$ cat config.mk
export PLATFORM = sky130hd
export DESIGN_NAME = alu_uart_sequencer_flat
export DESIGN_NICKNAME = d
export VERILOG_FILES = /design/src/rtl/alu_uart_sequencer_if.sv /design/src/rtl/alu_uart_sequencer.sv /design/src/flat_wrapper.sv
export SDC_FILE = /design/constraint.sdc
export NUM_CORES = 1
export LEC_CHECK = 0
export CAP_MARGIN = 25
export CORE_UTILIZATION = 48
export CTS_CLUSTER_SIZE = 24
export DETAILED_ROUTE_END_ITERATION = 8
export GPL_ROUTABILITY_DRIVEN = 0
export PLACE_DENSITY_LB_ADDON = 0.3
export SKIP_LAST_GASP = 1
export SYNTH_ARGS = -nofsm -noshare
export SYNTH_HDL_FRONTEND = slang
export SYNTH_SLANG_ARGS = --single-unit
$ cat constraint.sdc
create_clock -name i_clk -period 2.2 [get_ports i_clk]
set_input_delay 0.22 -clock i_clk [delete_from_list [all_inputs] [get_ports i_clk]]
set_output_delay 0.22 -clock i_clk [all_outputs]
set_load 0.02 [all_outputs]
$ cat src/rtl/alu_uart_sequencer_if.sv
// Bus bundle between alu_uart_sequencer and its environment (UART rx/tx
// and the combinational ALU). The sequencer uses the slave modport; the
// environment (testbench or top level) uses the master modport.
interface alu_uart_sequencer_if #(
  parameter int N_BITS = 32,
  parameter int N_OP   = 6,
  parameter int N_BYTE = 8
);
  logic [N_BYTE-1:0] i_rx_data;
  logic              i_rx_done;
  logic              i_tx_done;
  logic [N_BITS-1:0] i_alu_result;
  logic [N_BITS-1:0] o_alu_a;
  logic [N_BITS-1:0] o_alu_b;
  logic [N_OP-1:0]   o_alu_op;
  logic [N_BYTE-1:0] o_tx_data;
  logic              o_tx_start;
  logic              o_busy;
  logic              o_op_err;

  modport master (
    output i_rx_data, i_rx_done, i_tx_done, i_alu_result,
    input  o_alu_a, o_alu_b, o_alu_op, o_tx_data, o_tx_start, o_busy, o_op_err
  );

  modport slave (
    input  i_rx_data, i_rx_done, i_tx_done, i_alu_result,
    output o_alu_a, o_alu_b, o_alu_op, o_tx_data, o_tx_start, o_busy, o_op_err
  );
endinterface

$ cat src/rtl/alu_uart_sequencer.sv
// alu_uart_sequencer: byte-serial front end for the combinational ALU.
// Loads operand A, operand B (LSB byte first) and a function code from the
// UART receive stream, runs the ALU for one cycle, then streams the result
// back through the UART transmitter one byte at a time.
// Optional build macro ALU_OP_CHECK_EN: rejects unsupported function codes
// with a one-cycle o_op_err pulse and a single 0xEE reply byte.
module alu_uart_sequencer #(
  parameter int N_BITS = 32,
  parameter int N_OP   = 6,
  parameter int N_BYTE = 8
) (
  input  logic                i_clk,
  input  logic                i_reset,
  alu_uart_sequencer_if.slave bus
);

  localparam int NB    = N_BITS / N_BYTE;
  localparam int IDX_W = (NB > 1) ? $clog2(NB) : 1;
  localparam logic [IDX_W-1:0]  IDX_LAST = IDX_W'(NB - 1);
  localparam logic [N_BYTE-1:0] ERR_BYTE = N_BYTE'(8'hEE);

  typedef enum logic [2:0] {
    LOAD_A   = 3'd0,
    LOAD_B   = 3'd1,
    LOAD_OP  = 3'd2,
    EXEC     = 3'd3,
    TX_START = 3'd4,
    TX_WAIT  = 3'd5
  } state_t;

  state_t            state;
  state_t            state_next;
  logic [IDX_W-1:0]  idx;
  logic [IDX_W-1:0]  idx_next;
  logic              idx_last;
  logic [N_BITS-1:0] result;
  logic              err_flag;
  logic              op_miss;

  logic              load_a;
  logic              load_b;
  logic              load_op;
  logic              latch_res;
  logic              tx_start_d;
  logic              busy_d;
  logic [N_BYTE-1:0] tx_data_d;

  // Replace one byte lane of a word.
  function automatic logic [N_BITS-1:0] put_lane(input logic [N_BITS-1:0] w,
                                                 input logic [IDX_W-1:0]  sel,
                                                 input logic [N_BYTE-1:0] b);
    logic [N_BITS-1:0] r;
    r = w;
    r[sel*N_BYTE +: N_BYTE] = b;
    return r;
  endfunction

  // Extract one byte lane of a word.
  function automatic logic [N_BYTE-1:0] get_lane(input logic [N_BITS-1:0] w,
                                                 input logic [IDX_W-1:0]  sel);
    return w[sel*N_BYTE +: N_BYTE];
  endfunction

`ifdef ALU_OP_CHECK_EN
  // Function codes the ALU actually implements.
  function automatic logic op_supported(input logic [N_OP-1:0] op);
    logic ok;
    case (op)
      N_OP'('h20), N_OP'('h22), N_OP'('h24), N_OP'('h25),
      N_OP'('h26), N_OP'('h03), N_OP'('h02), N_OP'('h27): ok = 1'b1;
      default:                                            ok = 1'b0;
    endcase
    return ok;
  endfunction

  assign op_miss = !op_supported(bus.o_alu_op);
`else
  assign op_miss = 1'b0;
`endif

  assign idx_last = (idx == IDX_LAST);

  // State register and byte index
  always_ff @(posedge i_clk) begin
    if (i_reset) begin
      state <= LOAD_A;
      idx   <= '0;
    end else begin
      state <= state_next;
      idx   <= idx_next;
    end
  end

  // Next-state and byte-index logic
  always_comb begin
    state_next = state;
    idx_next   = idx;
    case (state)
      LOAD_A: begin
        if (bus.i_rx_done) begin
          if (idx_last) begin
            state_next = LOAD_B;
            idx_next   = '0;
          end else begin
            idx_next = idx + 1'b1;
          end
        end
      end
      LOAD_B: begin
        if (bus.i_rx_done) begin
          if (idx_last) begin
            state_next = LOAD_OP;
            idx_next   = '0;
          end else begin
            idx_next = idx + 1'b1;
          end
        end
      end
      LOAD_OP: begin
        if (bus.i_rx_done) state_next = EXEC;
      end
      EXEC: begin
        state_next = TX_START;
      end
      TX_START: begin
        state_next = TX_WAIT;
      end
      TX_WAIT: begin
        if (bus.i_tx_done) begin
          // A rejected op replies with a single byte, so it also ends here.
          if (idx_last || err_flag) begin
            state_next = LOAD_A;
            idx_next   = '0;
          end else begin
            state_next = TX_START;
            idx_next   = idx + 1'b1;
          end
        end
      end
      default: begin
        state_next = LOAD_A;
        idx_next   = '0;
      end
    endcase
  end

  // Output decode: register enables and next values of registered outputs
  always_comb begin
    load_a     = (state == LOAD_A)  && bus.i_rx_done;
    load_b     = (state == LOAD_B)  && bus.i_rx_done;
    load_op    = (state == LOAD_OP) && bus.i_rx_done;
    latch_res  = (state == EXEC)    && !op_miss;
    tx_start_d = (state_next == TX_START);
    busy_d     = (state_next == EXEC) || (state_next == TX_START) ||
                 (state_next == TX_WAIT);
    tx_data_d  = bus.o_tx_data;
    if (state_next == TX_START) begin
      // Leaving EXEC the result register is being written on this same edge,
      // so the first byte is taken straight from the ALU.
      if (state == EXEC) begin
        tx_data_d = op_miss ? ERR_BYTE : get_lane(bus.i_alu_result, idx_next);
      end else begin
        tx_data_d = get_lane(result, idx_next);
      end
    end
  end

  // Operand, op, result and transmit-side registers
  always_ff @(posedge i_clk) begin
    if (i_reset) begin
      bus.o_alu_a    <= '0;
      bus.o_alu_b    <= '0;
      bus.o_alu_op   <= '0;
      bus.o_tx_data  <= '0;
      bus.o_tx_start <= 1'b0;
      bus.o_busy     <= 1'b0;
      result         <= '0;
      err_flag       <= 1'b0;
    end else begin
      if (load_a)  bus.o_alu_a  <= put_lane(bus.o_alu_a, idx, bus.i_rx_data);
      if (load_b)  bus.o_alu_b  <= put_lane(bus.o_alu_b, idx, bus.i_rx_data);
      if (load_op) bus.o_alu_op <= bus.i_rx_data[N_OP-1:0];
      if (latch_res) result <= bus.i_alu_result;
      if (state == EXEC) err_flag <= op_miss;
      bus.o_tx_data  <= tx_data_d;
      bus.o_tx_start <= tx_start_d;
      bus.o_busy     <= busy_d;
    end
  end

`ifdef ALU_OP_CHECK_EN
  // Rejected-op pulse, coincident with the 0xEE transmit start
  always_ff @(posedge i_clk) begin
    if (i_reset) bus.o_op_err <= 1'b0;
    else         bus.o_op_err <= (state == EXEC) && op_miss;
  end
`else
  assign bus.o_op_err = 1'b0;
`endif

endmodule

$ cat src/flat_wrapper.sv
// flat-port wrapper written by rule: the top's interface ports become plain ports
module alu_uart_sequencer_flat 
#(
  parameter int N_BITS = 32,
  parameter int N_OP   = 6,
  parameter int N_BYTE = 8
)
  (i_clk, i_reset, bus_i_rx_data, bus_i_rx_done, bus_i_tx_done, bus_i_alu_result, bus_o_alu_a, bus_o_alu_b, bus_o_alu_op, bus_o_tx_data, bus_o_tx_start, bus_o_busy, bus_o_op_err);
  alu_uart_sequencer_if #(.N_BITS(N_BITS), .N_OP(N_OP), .N_BYTE(N_BYTE)) bus_i ();
  input  logic i_clk;
  input  logic i_reset;
  input wire logic [$bits(bus_i.i_rx_data)-1:0] bus_i_rx_data;
  input wire logic [$bits(bus_i.i_rx_done)-1:0] bus_i_rx_done;
  input wire logic [$bits(bus_i.i_tx_done)-1:0] bus_i_tx_done;
  input wire logic [$bits(bus_i.i_alu_result)-1:0] bus_i_alu_result;
  output wire logic [$bits(bus_i.o_alu_a)-1:0] bus_o_alu_a;
  output wire logic [$bits(bus_i.o_alu_b)-1:0] bus_o_alu_b;
  output wire logic [$bits(bus_i.o_alu_op)-1:0] bus_o_alu_op;
  output wire logic [$bits(bus_i.o_tx_data)-1:0] bus_o_tx_data;
  output wire logic [$bits(bus_i.o_tx_start)-1:0] bus_o_tx_start;
  output wire logic [$bits(bus_i.o_busy)-1:0] bus_o_busy;
  output wire logic [$bits(bus_i.o_op_err)-1:0] bus_o_op_err;
  assign bus_i.i_rx_data = bus_i_rx_data;
  assign bus_i.i_rx_done = bus_i_rx_done;
  assign bus_i.i_tx_done = bus_i_tx_done;
  assign bus_i.i_alu_result = bus_i_alu_result;
  assign bus_o_alu_a = bus_i.o_alu_a;
  assign bus_o_alu_b = bus_i.o_alu_b;
  assign bus_o_alu_op = bus_i.o_alu_op;
  assign bus_o_tx_data = bus_i.o_tx_data;
  assign bus_o_tx_start = bus_i.o_tx_start;
  assign bus_o_busy = bus_i.o_busy;
  assign bus_o_op_err = bus_i.o_op_err;
  alu_uart_sequencer #(.N_BITS(N_BITS), .N_OP(N_OP), .N_BYTE(N_BYTE)) u_core (.i_clk(i_clk), .i_reset(i_reset), .bus(bus_i));
endmodule
# Yosys cells after proc, flatten, opt, wreduce, memory -nomap -nowiden
# Cells that the tools add are included.
dict set report op_classes {
  n_eq_ne 9
  n_reduce_logical 8
  add_sub_neg 2
  n_shift 4
  mux 15
}
# cell count
set ops {}
lappend ops {{$bwmux W32} 2}
lappend ops {{$shiftx A32 B6 Y8} 2}
lappend ops {{$neg A5 Y34} 1}
lappend ops {{$shift A8 B34 Y32 const A} 1}
lappend ops {{$shiftx A8 B34 Y32} 1}
lappend ops {{$mux W3} 7}
lappend ops {{$pmux W3 S6} 1}
lappend ops {{$eq A3 B3 Y1 const B} 4}
lappend ops {{$eq A3 B2 Y1 const B} 3}
lappend ops {{$mux W8} 1}
lappend ops {{$mux W2} 3}
lappend ops {{$pmux W2 S3} 1}
lappend ops {{$eq A3 B1 Y1 const B} 1}
lappend ops {{$logic_and A1 B1 Y1} 3}
lappend ops {{$logic_not A3 Y1} 1}
lappend ops {{$reduce_or A3 Y1} 1}
lappend ops {{$add A2 B1 Y2 const B} 1}
lappend ops {{$eq A2 B2 Y1 const B} 1}
lappend ops {{$logic_or A1 B1 Y1} 2}
lappend ops {{$reduce_or A2 Y1} 1}
dict set report totals {
  out_inout_bits 81
  input_bits 44
  register_bits 117
}

# Longest topological paths before layout
# Gate-level depths: netlist (run 1).
dict set report depth {
  ltp_word 7
  depth_mapped 9
}

# Worst setup path before layout (run 1)
# Ideal clock, no wire load.
dict set report synth_path {
  path_kind {register to register}
  startpoint {reg u_core.idx[0]}
  endpoint {reg u_core.bus.o_tx_data[7]}
  synth_period_minus_slack_ps 1955
  t_required_ps 2078
  arrival_ps 1833
  path_stages_with_launch 10
  path_slack_ps 245
  cell_sequence {dfxtp_1 > ha_1 > clkbuf_1 > nor2_1 > mux2i_1 > o22ai_1 > buf_4 > buf_6 > mux2i_1 > a221o_1}
}
dict set report synth_via {
  elab_chain_cells 6
  elab_cells_between_ends 17
}
# item line
set synth_lines {}
lappend synth_lines {{start, declared} alu_uart_sequencer.sv:33} ;# logic [IDX_W-1:0] idx;
lappend synth_lines {{start signal, assigned} alu_uart_sequencer.sv:90} ;# idx <= idx_next;
lappend synth_lines {{$add A2 B1 Y2 / $eq A2 B2 Y1 (equally long branches)} -}
lappend synth_lines {{$mux W2} {alu_uart_sequencer.sv:101, alu_uart_sequencer.sv:111, alu_uart_sequencer.sv:131}}
lappend synth_lines {{$mux W2, on equally long branches} {alu_uart_sequencer.sv:129, alu_uart_sequencer.sv:110}}
lappend synth_lines {{$pmux W2 S3} alu_uart_sequencer.sv:98} ;# case (state)
lappend synth_lines {{$shiftx A32 B6 Y8} alu_uart_sequencer.sv:61} ;# return w[sel*N_BYTE +: N_BYTE];
lappend synth_lines {{$mux W8} alu_uart_sequencer.sv:160} ;# if (state == EXEC) begin
lappend synth_lines {{end signal, assigned} alu_uart_sequencer.sv:185} ;# bus.o_tx_data <= tx_data_d;
lappend synth_lines {{end, declared} alu_uart_sequencer_if.sv:28} ;# output o_alu_a, o_alu_b, o_alu_op, o_tx_data, o_tx_start, o_busy, o_op_err
# Parallel ways exist; a longest one is shown, timed or not.
# A chain may end at the register's enable or synchronous reset.

# Worst setup path after layout (run 1)
dict set report layout_path {
  startpoint {reg u_core.state[1]}
  endpoint {reg u_core.bus.o_tx_data[4]}
}
dict set report layout_via {
  elab_chain_cells 5
  elab_cells_between_ends 20
}
# item line
set layout_lines {}
lappend layout_lines {{start, declared} alu_uart_sequencer.sv:31} ;# state_t state;
lappend layout_lines {{start signal, assigned} alu_uart_sequencer.sv:89} ;# state <= state_next;
lappend layout_lines {{$eq A3 B3 Y1, or another cell as far along} alu_uart_sequencer.sv:98}
lappend layout_lines {{$reduce_or A3 Y1 (no line) / $reduce_or A2 Y1 (equally long branches)} -}
lappend layout_lines {{$pmux W2 S3} alu_uart_sequencer.sv:98}
lappend layout_lines {{$shiftx A32 B6 Y8} alu_uart_sequencer.sv:61}
lappend layout_lines {{$mux W8} alu_uart_sequencer.sv:160}
# Parallel ways exist; a longest one is shown, timed or not.

==> results of run 1 <==
final cells by class:
class | count | area [µm²]
clock buffer | 20 | 455.4
clock inverter | 12 | 105.1
fill | 748 | 2771
inverter | 4 | 15.01
multi-input combinational | 347 | 2090
sequential | 117 | 2342
tap | 129 | 161.4
timing repair buffer | 135 | 1344
power breakdown:
| group | switching [mW] | leakage, nW | internal, mW |
|---|---|---|---|
| clock | 0.966 | 0.265 | 1.58 |
| sequential | 0.0127 | 0.943 | 2.14 |
| combinational | 0.192 | 1.38 | 0.164 |
| total | 1.17 | 2.58 | 3.88 |
worst max path at each step:
stage,cells after the start,end,slack [ns],startpoint
floorplan,9,u_core.bus.o_tx_data[7],0.25,u_core.idx[0]
global placement,6,u_core.bus.o_tx_data[4],0.14,bus_i_rx_done
detailed placement,6,u_core.bus.o_tx_data[4],0.03,bus_i_rx_done
CTS,6,u_core.bus.o_tx_data[4],0.04,u_core.idx[0]
global route,6,u_core.bus.o_tx_data[3],0.05,u_core.state[1]
finish,6,u_core.bus.o_tx_data[4],0.15,u_core.state[1]
metal layers:
metal	GRT usage	part of all wire	up-vias
met5	0	0	-
met4	0.09253	0.017	0
met3	0.07382	0.062	16
met2	0.4415	0.50	162
met1	0.2732	0.42	1898
li1	-	-	1983
placed cells by master (no fill, tap or decap), drive strengths merged:
cell type and instances:
and2b 2, and4bb 2, inv 4, nand2 58
ha 4, nor3b 4, conb 1, clkbuf 20
nand3 48, nand3b 1, nor2 58, mux2i 58
clkinv 6, a22oi 16, dfxtp 117, a31o 3
nor3 2, buf 13, clkinvlp 5, and2 14
o21ai 3, a221o 8, nand2b 4, nor2b 2
a21oi 57, o22ai 2, clkdlybuf4s50 122, bufinv 1
sequential cells by signal, indices dropped and copies added, names as in the netlist:
| signal | cells |
|---|---|
| u_core.bus.o_alu_a | 32 |
| u_core.bus.o_alu_b | 32 |
| u_core.bus.o_alu_op | 6 |
| u_core.bus.o_busy | 1 |
| u_core.bus.o_tx_data | 8 |
| u_core.bus.o_tx_start | 1 |
| u_core.idx | 2 |
| u_core.result | 32 |
| u_core.state | 3 |
worst reg2reg max path: stages, from the launching register on:
cell	delay (ns)
dfxtp_1	0.55
and2b_2	0.26
nand2_2	0.08
buf_12	0.21
mux2i_1	0.32
mux2i_1	0.14
a221o_1	0.37
stage by stage:
step	total power, mW	hold WS [ns]	cells	cell area, µm²
final	5.047	0.07154	764	6513
after global routing	5.203	0.06767	764	6513
after detailed placement	2.544	0.4458	732	5949
after global placement	2.539	0.4421	732	5949
after floorplan	2.392	0.3821	511	4642
after CTS	5.061	0.06389	764	6510
kinds of logic after synthesis:
family                     count (synthesis)  synth area share
muxes                                     58            0.1251
other                                      1         0.0008078
AOI/OAI and AO/OA                         89            0.1162
buffers and inverters                     47           0.04717
and+or+nand+nor                          195            0.1954
adders and majority gates                  4           0.01078
DFF                                      117            0.5046
what timing repair did:
action,4_1_cts,5_1_grt
hold buffers,0,0
resized for setup,0,1
setup endpoints to repair,0,8
==> impl_table.tex, run 1 <==
\begin{tabular}{lr}
\hline
Metric & Value \\
\hline
\multicolumn{2}{l}{\textbf{Run status}} \\
\quad Outcome & complete, no violations \\
\multicolumn{2}{l}{\textbf{Critical path}} \\
\quad Arrival time at the worst endpoint & approximately 2.5 ns \\
\quad R2R depth & 6 \\
\quad Critical Path Slowest Stage Cell & dfxtp\_1 \\
\quad CP Launch Type & register \\
\quad Sort of element at the end of the critical path & register \\
\quad Largest stage delay, worst path & around 0.55 ns \\
\quad Critical Path Fanout Max & 33 \\
\quad Required time worst endpoint & about 2.6 ns \\
\quad Category of cells accounting for the largest share of critical-path delay & flip-flops \\
\quad Critical path class & register to register \\
\quad Critical path buffer and inverter count & 1 \\
\quad Most numerous cell on the critical path & mux2i\_1 \\
\quad Crit Reg-Reg Endpoint & u\_core.bus.o\_tx\_data[4] \\
\quad Crit Reg-Reg Startpoint & u\_core.state[1] \\
\quad Chain of cells forming the critical path & and2b\_2 -> nand2\_2 -> buf\_12 -> mux2i\_1 -> mux2i\_1 -> a221o\_1 \\
\quad Setup slack of the most critical reg-to-reg path & between 0.1 and 0.15 ns \\
\multicolumn{2}{l}{\textbf{Yosys}} \\
\quad Top-count cell post-synth & dfxtp\_1 \\
\quad Most used flip-flop cell after synthesis & dfxtp\_1 \\
\quad Async set-or-reset flop fraction in the synthesized netlist & 0 \\
\quad Number of synthesized flops with an enable pin & 0 \\
\quad Area of the mapped netlist & 4642 µm² \\
\quad Number of distinct library cell variants in the gate-level netlist after synthesis & 31 \\
\quad Dominant cells by area after synthesis & dfxtp\_1, mux2i\_1, a21oi\_1 \\
\quad Count of warnings emitted by yosys & 0 \\
\quad Post-synthesis net count & around 560 \\
\quad Synthesized flop and latch total & between 100 and 150 \\
\quad Fraction of synthesized cell area taken by the top area cell type & 0.5046 \\
\quad Post-synthesis cell count & 511 \\
\quad Largest area contributor in the netlist & dfxtp\_1 \\
\quad Mapped Avg Cell Area & between 9 and 10 µm² \\
\quad Sequential area share after synthesis & 0.5046 \\
\quad Top cells by count, synth & dfxtp\_1, mux2i\_1, nor2\_1, a21oi\_1, nand2\_1 \\
\multicolumn{2}{l}{\textbf{Placement}} \\
\quad PortBufs & $\sim$120 \\
\quad DP Wirelength & between 8000 and 9000 µm \\
\quad Worst setup slack before clock tree synthesis & roughly 0.028 ns \\
\multicolumn{2}{l}{\textbf{Route}} \\
\quad DRT antenna net count & 0 \\
\quad Routed wire length & between 10000 and 15000 µm \\
\quad DR pass1 iterations & 5 \\
\quad Drt wl/cell & about 15 µm \\
\quad Via total after detailed routing & approximately 4000 \\
\quad Residual DRC count & 0 \\
\quad Mean number of vias per cell & between 5 and 6 \\
\quad Iteration-0 DRC count of the detailed router & about 200 \\
\multicolumn{2}{l}{\textbf{Pwr}} \\
\quad Maximum resistive drop on vdd & 0.0004760 V \\
\quad Total power density per cell area & between 700 and 800 nW/µm² \\
\quad Static Leakage & about 2.6 nW \\
\multicolumn{2}{l}{\textbf{Clock network}} \\
\quad Clock latency on the worst-skew pair & approximately 0.51 ns \\
\quad \# H-tree levels & 4 \\
\quad Number of clock sinks & between 100 and 150 \\
\quad CTS max path bufs & 2 \\
\quad Total CTS buffers & 17 \\
\quad Clock transition at the registers of the reported paths & roughly 0.06 ns \\
\quad Clock tree from TritonCTS & built \\
\quad Clock tree root driver cell & clkbuf\_8 \\
\quad Number of buffers inserted to repair setup after CTS & 0 \\
\multicolumn{2}{l}{\textbf{Global route}} \\
\quad Initial antenna violation count & 0 \\
\quad Total Routing Usage GR & 0.2460 \\
\quad Maximum number of pins on one net before global-route repair & 47 \\
\quad First-pass GRT wire length & 18890 µm \\
\quad Number of global-route vias before repair & around 4000 \\
\quad Total overflow reported by the global router & 0 \\
\multicolumn{2}{l}{\textbf{STA}} \\
\quad Worst slew pin tran & 0.5702 ns \\
\quad Final clock period utilization by the worst path & 0.9337 \\
\quad Highest clock rate & 486.8 MHz \\
\quad Clock skew & approximately 0.0052 ns \\
\quad Unrepaired setup endpoints after global routing & false \\
\quad Final slew viol count & 0 \\
\quad Total setup violations reported at the end of the flow & 0 \\
\quad Final min period & $\sim$2.1 ns \\
\quad Worst-case headroom to the max-slew limit & 0.6187 \\
\quad Final hold vios & 0 \\
\quad Setup slack after layout & 0.1458 ns \\
\quad Final total negative setup slack & 0 ns \\
\multicolumn{2}{l}{\textbf{Die}} \\
\quad Starting utilization of the core area & 0.5000 \\
\quad Die outline height & between 100 and 150 µm \\
\quad I/O pin count & roughly 130 \\
\quad Horizontal die dimension & 100.3 µm \\
\quad Core Rows & 35 \\
\quad Overall die area & about 10000 µm² \\
\quad Placeable core region & 9284 µm² \\
\multicolumn{2}{l}{\textbf{Layout}} \\
\quad Layout Area Growth over Synthesis & 40.30\% \\
\quad Net count of the finished layout & 670 \\
\quad Final Util & 0.7015 \\
\quad Fraction of final layout cells with drive strength greater than 1 & 0.08819 \\
\quad Diode insertion count for antenna repair & 0 \\
\multicolumn{2}{l}{\textbf{Worst hold path}} \\
\quad Type of the tightest min-delay check & input port to register \\
\quad Hold path start & i\_reset \\
\quad Worst min-delay path endpoint & u\_core.bus.o\_alu\_op[2] \\
\quad WHS Path Cells & 2 \\
\multicolumn{2}{l}{\textbf{Run}} \\
\quad MaxCap Viol Count & 0 \\
\hline
\end{tabular}
No activity file was read; power rests on OpenSTA's default activity.
==> inputs of run 2 (changes only) <==
--- a/config.mk
+++ b/config.mk
@@ -6,11 +6,12 @@
 export NUM_CORES = 1
 export LEC_CHECK = 0
 export CAP_MARGIN = 25
-export CORE_UTILIZATION = 48
+export CORE_UTILIZATION = 52
 export CTS_CLUSTER_SIZE = 24
 export DETAILED_ROUTE_END_ITERATION = 8
 export GPL_ROUTABILITY_DRIVEN = 0
 export PLACE_DENSITY_LB_ADDON = 0.3
+export SKIP_CTS_REPAIR_TIMING = 1
 export SKIP_LAST_GASP = 1
 export SYNTH_ARGS = -nofsm -noshare
 export SYNTH_HDL_FRONTEND = slang
==> constraint.sdc (replaced) <==
create_clock -name i_clk -period 2.61 [get_ports i_clk]
set_input_delay 0.261 -clock i_clk [delete_from_list [all_inputs] [get_ports i_clk]]
set_output_delay 0.261 -clock i_clk [all_outputs]
set_load 0.02 [all_outputs]
==> impl_table.tex, run 2 (synthesis gave the netlist of run 1 again) <==
\begin{tabular}{lr}
\hline
Metric & Value \\
\hline
\multicolumn{2}{l}{\textbf{Run status}} \\
\quad Outcome & complete, no violations \\
\multicolumn{2}{l}{\textbf{Route}} \\
\quad Iteration-0 DRC count of the detailed router & 234 (+20\%) \\
\quad DRT antenna net count & 0 (unchanged) \\
\quad Via total after detailed routing & 4123 (+1.6\%) \\
\quad Routed wire length & 12310 µm (+4.2\%) \\
\quad Mean number of vias per cell & 5.572 (+4.9\%) \\
\quad Detail Route met2 WL & 6255 µm (+4.9\%) \\
\quad Residual DRC count & 0 (unchanged) \\
\quad Detail Route met3 WL & 1098 µm (+50\%) \\
\quad Wire length on met1 & 4662 µm (-5.2\%) \\
\quad Drt wl/cell & 16.64 µm (+7.6\%) \\
\quad DR pass1 iterations & 7 (+2) \\
\quad Top routing layer in use & met4 \\
\multicolumn{2}{l}{\textbf{STA}} \\
\quad Final total negative setup slack & 0 ns (unchanged) \\
\quad Clock skew & 0.006288 ns (+0.001039 ns) \\
\quad Unrepaired setup endpoints after global routing & false \\
\quad Final clock period utilization by the worst path & 0.8695 (-0.06426) \\
\quad Worst-case headroom to the max-slew limit & 0.4432 (-0.1755) \\
\quad Worst slew pin tran & 0.8352 ns (+0.2650 ns) \\
\quad Total setup violations reported at the end of the flow & 0 (unchanged) \\
\quad Hold Worst Slack & 0.1248 ns (+0.05331 ns) \\
\quad Highest clock rate & 440.7 MHz (-9.5\%) \\
\quad Final hold vios & 0 (unchanged) \\
\quad Final slew viol count & 0 (unchanged) \\
\quad Final min period & 2.269 ns (+0.2151 ns) \\
\quad Setup slack after layout & 0.3407 ns (+0.1949 ns) \\
\multicolumn{2}{l}{\textbf{Layout}} \\
\quad Fill count & 630 (-16\%) \\
\quad Layout Area Growth over Synthesis & 40.13\% \\
\quad Commonest non-fill, non-tap cells in the layout & clkdlybuf4s50\_1, dfxtp\_1, nor2\_1, mux2i\_1 \\
\quad Seq. cell area & 2342 µm² (unchanged) \\
\quad Number of cells in the finished layout apart from fillers & 740 (-3.1\%) \\
\quad Leading cell type in the layout, fill and taps excluded & clkdlybuf4s50\_1 \\
\quad Post-route design area & 6505 µm² (-0.12\%) \\
\quad Largest registers & u\_core.bus.o\_alu\_a (32), u\_core.bus.o\_alu\_b (32), u\_core.result (32) \\
\quad Final Util & 0.7496 (+0.04808) \\
\quad Net count of the finished layout & 667 (-0.45\%) \\
\quad Area taken by multi-input logic gates & 2087 µm² (-0.12\%) \\
\quad Diode insertion count for antenna repair & 0 (unchanged) \\
\quad Fraction of final layout cells with drive strength greater than 1 & 0.08228 (-0.005910) \\
\multicolumn{2}{l}{\textbf{Die}} \\
\quad Horizontal die dimension & 96.48 µm (-3.8\%) \\
\quad Overall die area & 9308 µm² (-7.5\%) \\
\quad I/O pin count & 125 (unchanged) \\
\quad Die outline height & 96.48 µm (-3.8\%) \\
\quad Starting utilization of the core area & 0.5349 (+0.03489) \\
\quad Placeable core region & 8678 µm² (-6.5\%) \\
\quad Core Rows & 34 (-2.9\%) \\
\multicolumn{2}{l}{\textbf{Pwr}} \\
\quad Static Leakage & 2.592 nW (+0.33\%) \\
\quad Maximum resistive drop on vdd & 0.0004459 V (-6.3\%) \\
\quad Total power density per cell area & 695.3 nW/µm² (-10\%) \\
\quad Pwr Total & 4.523 mW (-10\%) \\
\multicolumn{2}{l}{\textbf{Placement}} \\
\quad Placement-stage cell area & 5876 µm² (-1.2\%) \\
\quad DP Wirelength & 8283 µm (+1.1\%) \\
\quad PortBufs & 123 (unchanged) \\
\quad Cell total after placement & 708 (-3.3\%) \\
\quad Worst setup slack before clock tree synthesis & 0.4343 ns (+0.4067 ns) \\
\multicolumn{2}{l}{\textbf{Clock network}} \\
\quad Clock tree root driver cell & clkbuf\_8 \\
\quad CTS max path bufs & 2 (unchanged) \\
\quad Clock transition at the registers of the reported paths & 0.06 ns (about the same) \\
\quad Number of clock sinks & 117 (unchanged) \\
\quad Clock tree from TritonCTS & built \\
\quad Clock latency on the worst-skew pair & 0.51 ns (about the same) \\
\quad Total CTS buffers & 17 (unchanged) \\
\quad \# H-tree levels & 4 (unchanged) \\
\multicolumn{2}{l}{\textbf{Global route}} \\
\quad Maximum number of pins on one net before global-route repair & 83 (+77\%) \\
\quad Initial antenna violation count & 0 (unchanged) \\
\quad Total overflow reported by the global router & 0 (unchanged) \\
\quad Total Routing Usage GR & 0.2737 (+0.02765) \\
\quad Number of global-route vias before repair & 3972 (+0.46\%) \\
\quad First-pass GRT wire length & 18750 µm (-0.73\%) \\
\multicolumn{2}{l}{\textbf{Critical path}} \\
\quad Largest stage delay, worst path & 0.57 ns (+0.02 ns) \\
\quad Critical path class & register to register \\
\quad Chain of cells forming the critical path & inv\_2 -> ha\_1 -> mux2i\_1 -> o22ai\_1 -> nor2b\_1 -> a221o\_1 \\
\quad Sort of element at the end of the critical path & register \\
\quad Critical Path Slowest Stage Cell & nor2b\_1 \\
\quad Critical Path Fanout Max & 9 (-73\%) \\
\quad CP Launch Type & register \\
\quad Arrival time at the worst endpoint & 2.72 ns (+0.27 ns) \\
\quad Required time worst endpoint & 3.06 ns (+0.47 ns) \\
\multicolumn{2}{l}{\textbf{Worst hold path}} \\
\quad Type of the tightest min-delay check & input port to register \\
\multicolumn{2}{l}{\textbf{Run}} \\
\quad MaxCap Viol Count & 0 (unchanged) \\
\hline
\end{tabular}
[run 2: changes by cell type in the layout (fill, tap and decap cells not counted)]
cell and change:
inv_6 +2, clkinvlp_4 -3, clkinv_2 -3, nor2b_2 -1
bufinv_16 +3, buf_12 -2, nor2b_1 +1, buf_4 -1
clkinv_4 +3, clkbuf_8 -2
[run 2: worst paths after layout]
| path | startpoint | endpoint | slack (ns) | cells past startpoint |
|---|---|---|---|---|
| max | u_core.idx[0] | u_core.bus.o_tx_data[1] | 0.34 | 6 |
| min | i_reset | u_core.result[14] | 0.12 | 2 |
| max reg2reg | u_core.idx[0] | u_core.bus.o_tx_data[1] | 0.34 | 6 |
| min reg2reg | u_core.bus.o_alu_b[10] | u_core.bus.o_alu_b[10] | 0.45 | 2 |
[run 2: power by group]
part / total, mW / leakage, nW / switching [mW] / internal, mW
clock network: 2.42 / 0.302 / 0.833 / 1.58
registers: 1.81 / 0.943 / 0.0125 / 1.80
logic: 0.293 / 1.35 / 0.164 / 0.129
[run 2: layout make-up]
type | instances | area share
Timing Repair Buffer | 132 | 0.1993
Tap cell | 108 | 0.02077
Sequential cell | 117 | 0.3601
Multi-Input combinational cell | 347 | 0.3208
Clock inverter | 14 | 0.03097
Inverter | 4 | 0.002308
Clock buffer | 18 | 0.06578
[run 2: worst max-delay path, delay by kind of cell (launching register included)]
| family | cells | cell delay (ns) |
|---|---|---|
| simple gates | 1 | 0.57 |
| compound gates | 2 | 0.55 |
| buf+inv | 1 | 0.10 |
| mux | 1 | 0.10 |
| flops | 1 | 0.50 |
| fa+ha+maj | 1 | 0.39 |
[run 2: layer usage]
layer,track usage,up-vias
met5,0,-
met4,0.1275,0
met3,0.09155,28
met2,0.4759,194
met1,0.3000,1933
li1,-,1968
==> inputs of run 3 (changes only) <==
--- a/config.mk
+++ b/config.mk
@@ -6,10 +6,10 @@
 export NUM_CORES = 1
 export LEC_CHECK = 0
 export CAP_MARGIN = 25
+export CORE_MARGIN = 3
 export CORE_UTILIZATION = 52
 export CTS_CLUSTER_SIZE = 24
 export DETAILED_ROUTE_END_ITERATION = 8
-export GPL_ROUTABILITY_DRIVEN = 0
 export PLACE_DENSITY_LB_ADDON = 0.3
 export SKIP_CTS_REPAIR_TIMING = 1
 export SKIP_LAST_GASP = 1
==> impl_table.tex, run 3 (synthesis gave the netlist of run 1 again) <==
\begin{tabular}{lr}
\hline
Metric & Value \\
\hline
\multicolumn{2}{l}{\textbf{Layout}} \\
\quad Leading cell type in the layout, fill and taps excluded & clkdlybuf4s50\_1 \\
\quad Net count of the finished layout & 664 (-0.45\%) \\
\quad Layout Area Growth over Synthesis & 38.38\% \\
\quad Fill count & 596 (-5.4\%) \\
\quad Largest registers & u\_core.bus.o\_alu\_a (32), u\_core.bus.o\_alu\_b (32), u\_core.result (32) \\
\quad Number of cells in the finished layout apart from fillers & 734 (-0.81\%) \\
\quad Diode insertion count for antenna repair & 0 (unchanged) \\
\quad Post-route design area & 6424 µm² (-1.3\%) \\
\quad Commonest non-fill, non-tap cells in the layout & clkdlybuf4s50\_1, dfxtp\_1, nor2\_1, mux2i\_1 \\
\quad Fraction of final layout cells with drive strength greater than 1 & 0.07631 (-0.005967) \\
\multicolumn{2}{l}{\textbf{Placement}} \\
\quad PortBufs & 123 (unchanged) \\
\quad DP Wirelength & 8651 µm (+4.4\%) \\
\quad Cell total after placement & 702 (-0.85\%) \\
\quad Weighted congestion at the end of routability-driven global placement & 0.8319 \\
\quad Placement-stage cell area & 5867 µm² (-0.15\%) \\
\multicolumn{2}{l}{\textbf{Global route}} \\
\quad Initial antenna violation count & 0 (unchanged) \\
\quad Number of global-route vias before repair & 4007 (+0.88\%) \\
\quad Total overflow reported by the global router & 0 (unchanged) \\
\quad Maximum number of pins on one net before global-route repair & 60 (-28\%) \\
\quad Total Routing Usage GR & 0.2499 (-0.02384) \\
\quad First-pass GRT wire length & 19820 µm (+5.7\%) \\
\multicolumn{2}{l}{\textbf{STA}} \\
\quad Final slew viol count & 0 (unchanged) \\
\quad Final hold vios & 0 (unchanged) \\
\quad Total setup violations reported at the end of the flow & 0 (unchanged) \\
\quad Worst slew pin tran & 0.7151 ns (-0.1202 ns) \\
\quad Hold Worst Slack & 0.1998 ns (+0.07500 ns) \\
\quad Final clock period utilization by the worst path & 0.8940 (+0.02458) \\
\quad Worst-case headroom to the max-slew limit & 0.5212 (+0.07802) \\
\quad Highest clock rate & 428.6 MHz (-2.7\%) \\
\quad Final min period & 2.333 ns (+0.06416 ns) \\
\quad Clock skew & 0.009377 ns (+0.003088 ns) \\
\quad Unrepaired setup endpoints after global routing & false \\
\quad Final total negative setup slack & 0 ns (unchanged) \\
\multicolumn{2}{l}{\textbf{Clock network}} \\
\quad Total CTS buffers & 17 (unchanged) \\
\quad Clock tree root driver cell & clkbuf\_8 \\
\quad CTS max path bufs & 2 (unchanged) \\
\quad Clock tree from TritonCTS & built \\
\quad Clock latency on the worst-skew pair & 0.52 ns (about the same) \\
\quad \# H-tree levels & 4 (unchanged) \\
\quad Number of clock sinks & 117 (unchanged) \\
\quad Clock transition at the registers of the reported paths & 0.06 ns (about the same) \\
\multicolumn{2}{l}{\textbf{Critical path}} \\
\quad Critical path buffer and inverter count & 1 (unchanged) \\
\quad Required time worst endpoint & 3.07 ns (about the same) \\
\quad Critical Path Slowest Stage Cell & nor2b\_1 \\
\quad Category of cells accounting for the largest share of critical-path delay & simple AND/OR/NAND/NOR gates \\
\quad Chain of cells forming the critical path & inv\_2 -> ha\_1 -> mux2i\_1 -> o22ai\_1 -> nor2b\_1 -> a221o\_1 \\
\quad Critical Path Fanout Max & 9 (unchanged) \\
\quad Critical path class & register to register \\
\quad Sort of element at the end of the critical path & register \\
\quad CP Launch Type & register \\
\quad Arrival time at the worst endpoint & 2.79 ns (+0.07 ns) \\
\quad Largest stage delay, worst path & 0.59 ns (+0.02 ns) \\
\multicolumn{2}{l}{\textbf{Pwr}} \\
\quad Pwr Total & 4.269 mW (-5.6\%) \\
\quad Maximum resistive drop on vdd & 0.0004692 V (+5.2\%) \\
\quad Combinational fraction of design power & 0.068 (+0.003) \\
\quad Clock network fraction of total power & 0.507 (-0.028) \\
\quad Total power density per cell area & 664.6 nW/µm² (-4.4\%) \\
\quad Internal power & 3.278 mW (-6.7\%) \\
\quad Switching share of power & 0.2321 (+0.008942) \\
\quad Flop pwr share & 0.425 (+0.024) \\
\quad Switching power & 990.9 µW (-1.8\%) \\
\quad Static Leakage & 2.544 nW (-1.9\%) \\
\multicolumn{2}{l}{\textbf{Die}} \\
\quad Core Rows & 33 (-2.9\%) \\
\quad Placeable core region & 8423 µm² (-2.9\%) \\
\quad Starting utilization of the core area & 0.5511 (+0.01621) \\
\quad Overall die area & 10100 µm² (+8.5\%) \\
\quad I/O pin count & 125 (unchanged) \\
\quad Horizontal die dimension & 100.5 µm (+4.1\%) \\
\quad Die outline height & 100.5 µm (+4.1\%) \\
\multicolumn{2}{l}{\textbf{Run status}} \\
\quad Outcome & complete, no violations \\
\multicolumn{2}{l}{\textbf{Route}} \\
\quad Mean number of vias per cell & 5.605 (+0.60\%) \\
\quad Routed wire length & 12300 µm (-0.14\%) \\
\quad Iteration-0 DRC count of the detailed router & 345 (+47\%) \\
\quad DR pass1 iterations & 8 (+1) \\
\quad Residual DRC count & 0 (unchanged) \\
\quad DRT antenna net count & 0 (unchanged) \\
\quad Via total after detailed routing & 4114 (-0.22\%) \\
\quad Drt wl/cell & 16.75 µm (+0.68\%) \\
\multicolumn{2}{l}{\textbf{Worst hold path}} \\
\quad Type of the tightest min-delay check & input port to register \\
\multicolumn{2}{l}{\textbf{Run}} \\
\quad MaxCap Viol Count & 0 (unchanged) \\
\hline
\end{tabular}
==> run 3: cell count changes in the layout (fill, tap and decap cells not counted), sizes merged <==
| cell | before | now |
|---|---|---|
| inv | 6 | 4 |
| buf | 10 | 7 |
| clkbuf | 18 | 19 |
| bufinv | 4 | 2 |
| clkinvlp | 2 | 5 |
==> run 3: power by group through the flow <==
stage / Clock [mW] / Sequential (mW) / Combinational, mW
final: 2.16 / 1.81 / 0.291
after CTS: 2.19 / 1.81 / 0.288
after detailed placement: 0 / 1.85 / 0.285
after global placement: 0 / 1.85 / 0.280
after global routing: 2.27 / 1.81 / 0.311
after floorplan: 0 / 1.86 / 0.157
==> run 3: per-layer routing <==
| layer | up-vias | wire length (µm) | track usage |
|---|---|---|---|
| met2 | 173 | 6091 | 0.4154 |
| met5 | - | 0 | 0 |
| met1 | 1942 | 4877 | 0.3006 |
| li1 | 1972 | - | - |
| met4 | 0 | 226 | 0.09430 |
| met3 | 27 | 1101 | 0.08235 |
==> run 3: final cells by class <==
cell class,count,area (µm²),area share
Timing Repair Buffer,129,1286,0.2002
Clock buffer,19,421.7,0.06564
Sequential cell,117,2342,0.3646
Clock inverter,13,135.1,0.02104
Multi-Input combinational cell,347,2092,0.3257
Tap cell,105,131.4,0.02045
Inverter,4,15.01,0.002337
==> run 3: stage by stage <==
stage | setup slack [ns] | utilization
floorplan | 0.6551 | -
global placement | 0.4747 | 0.6965
detailed placement | 0.3442 | 0.6965
CTS | 0.3334 | 0.7626
global route | 0.1088 | 0.7626
finish | 0.2766 | 0.7626
==> run 3: final timing paths <==
kind	from	endpoint	slack (ns)	cells after the start
max	u_core.idx[0]	u_core.bus.o_tx_data[2]	0.28	6
min	i_reset	u_core.result[16]	0.20	2
max reg2reg	u_core.idx[0]	u_core.bus.o_tx_data[2]	0.28	6
min reg2reg	u_core.bus.o_alu_a[20]	u_core.bus.o_alu_a[20]	0.46	2
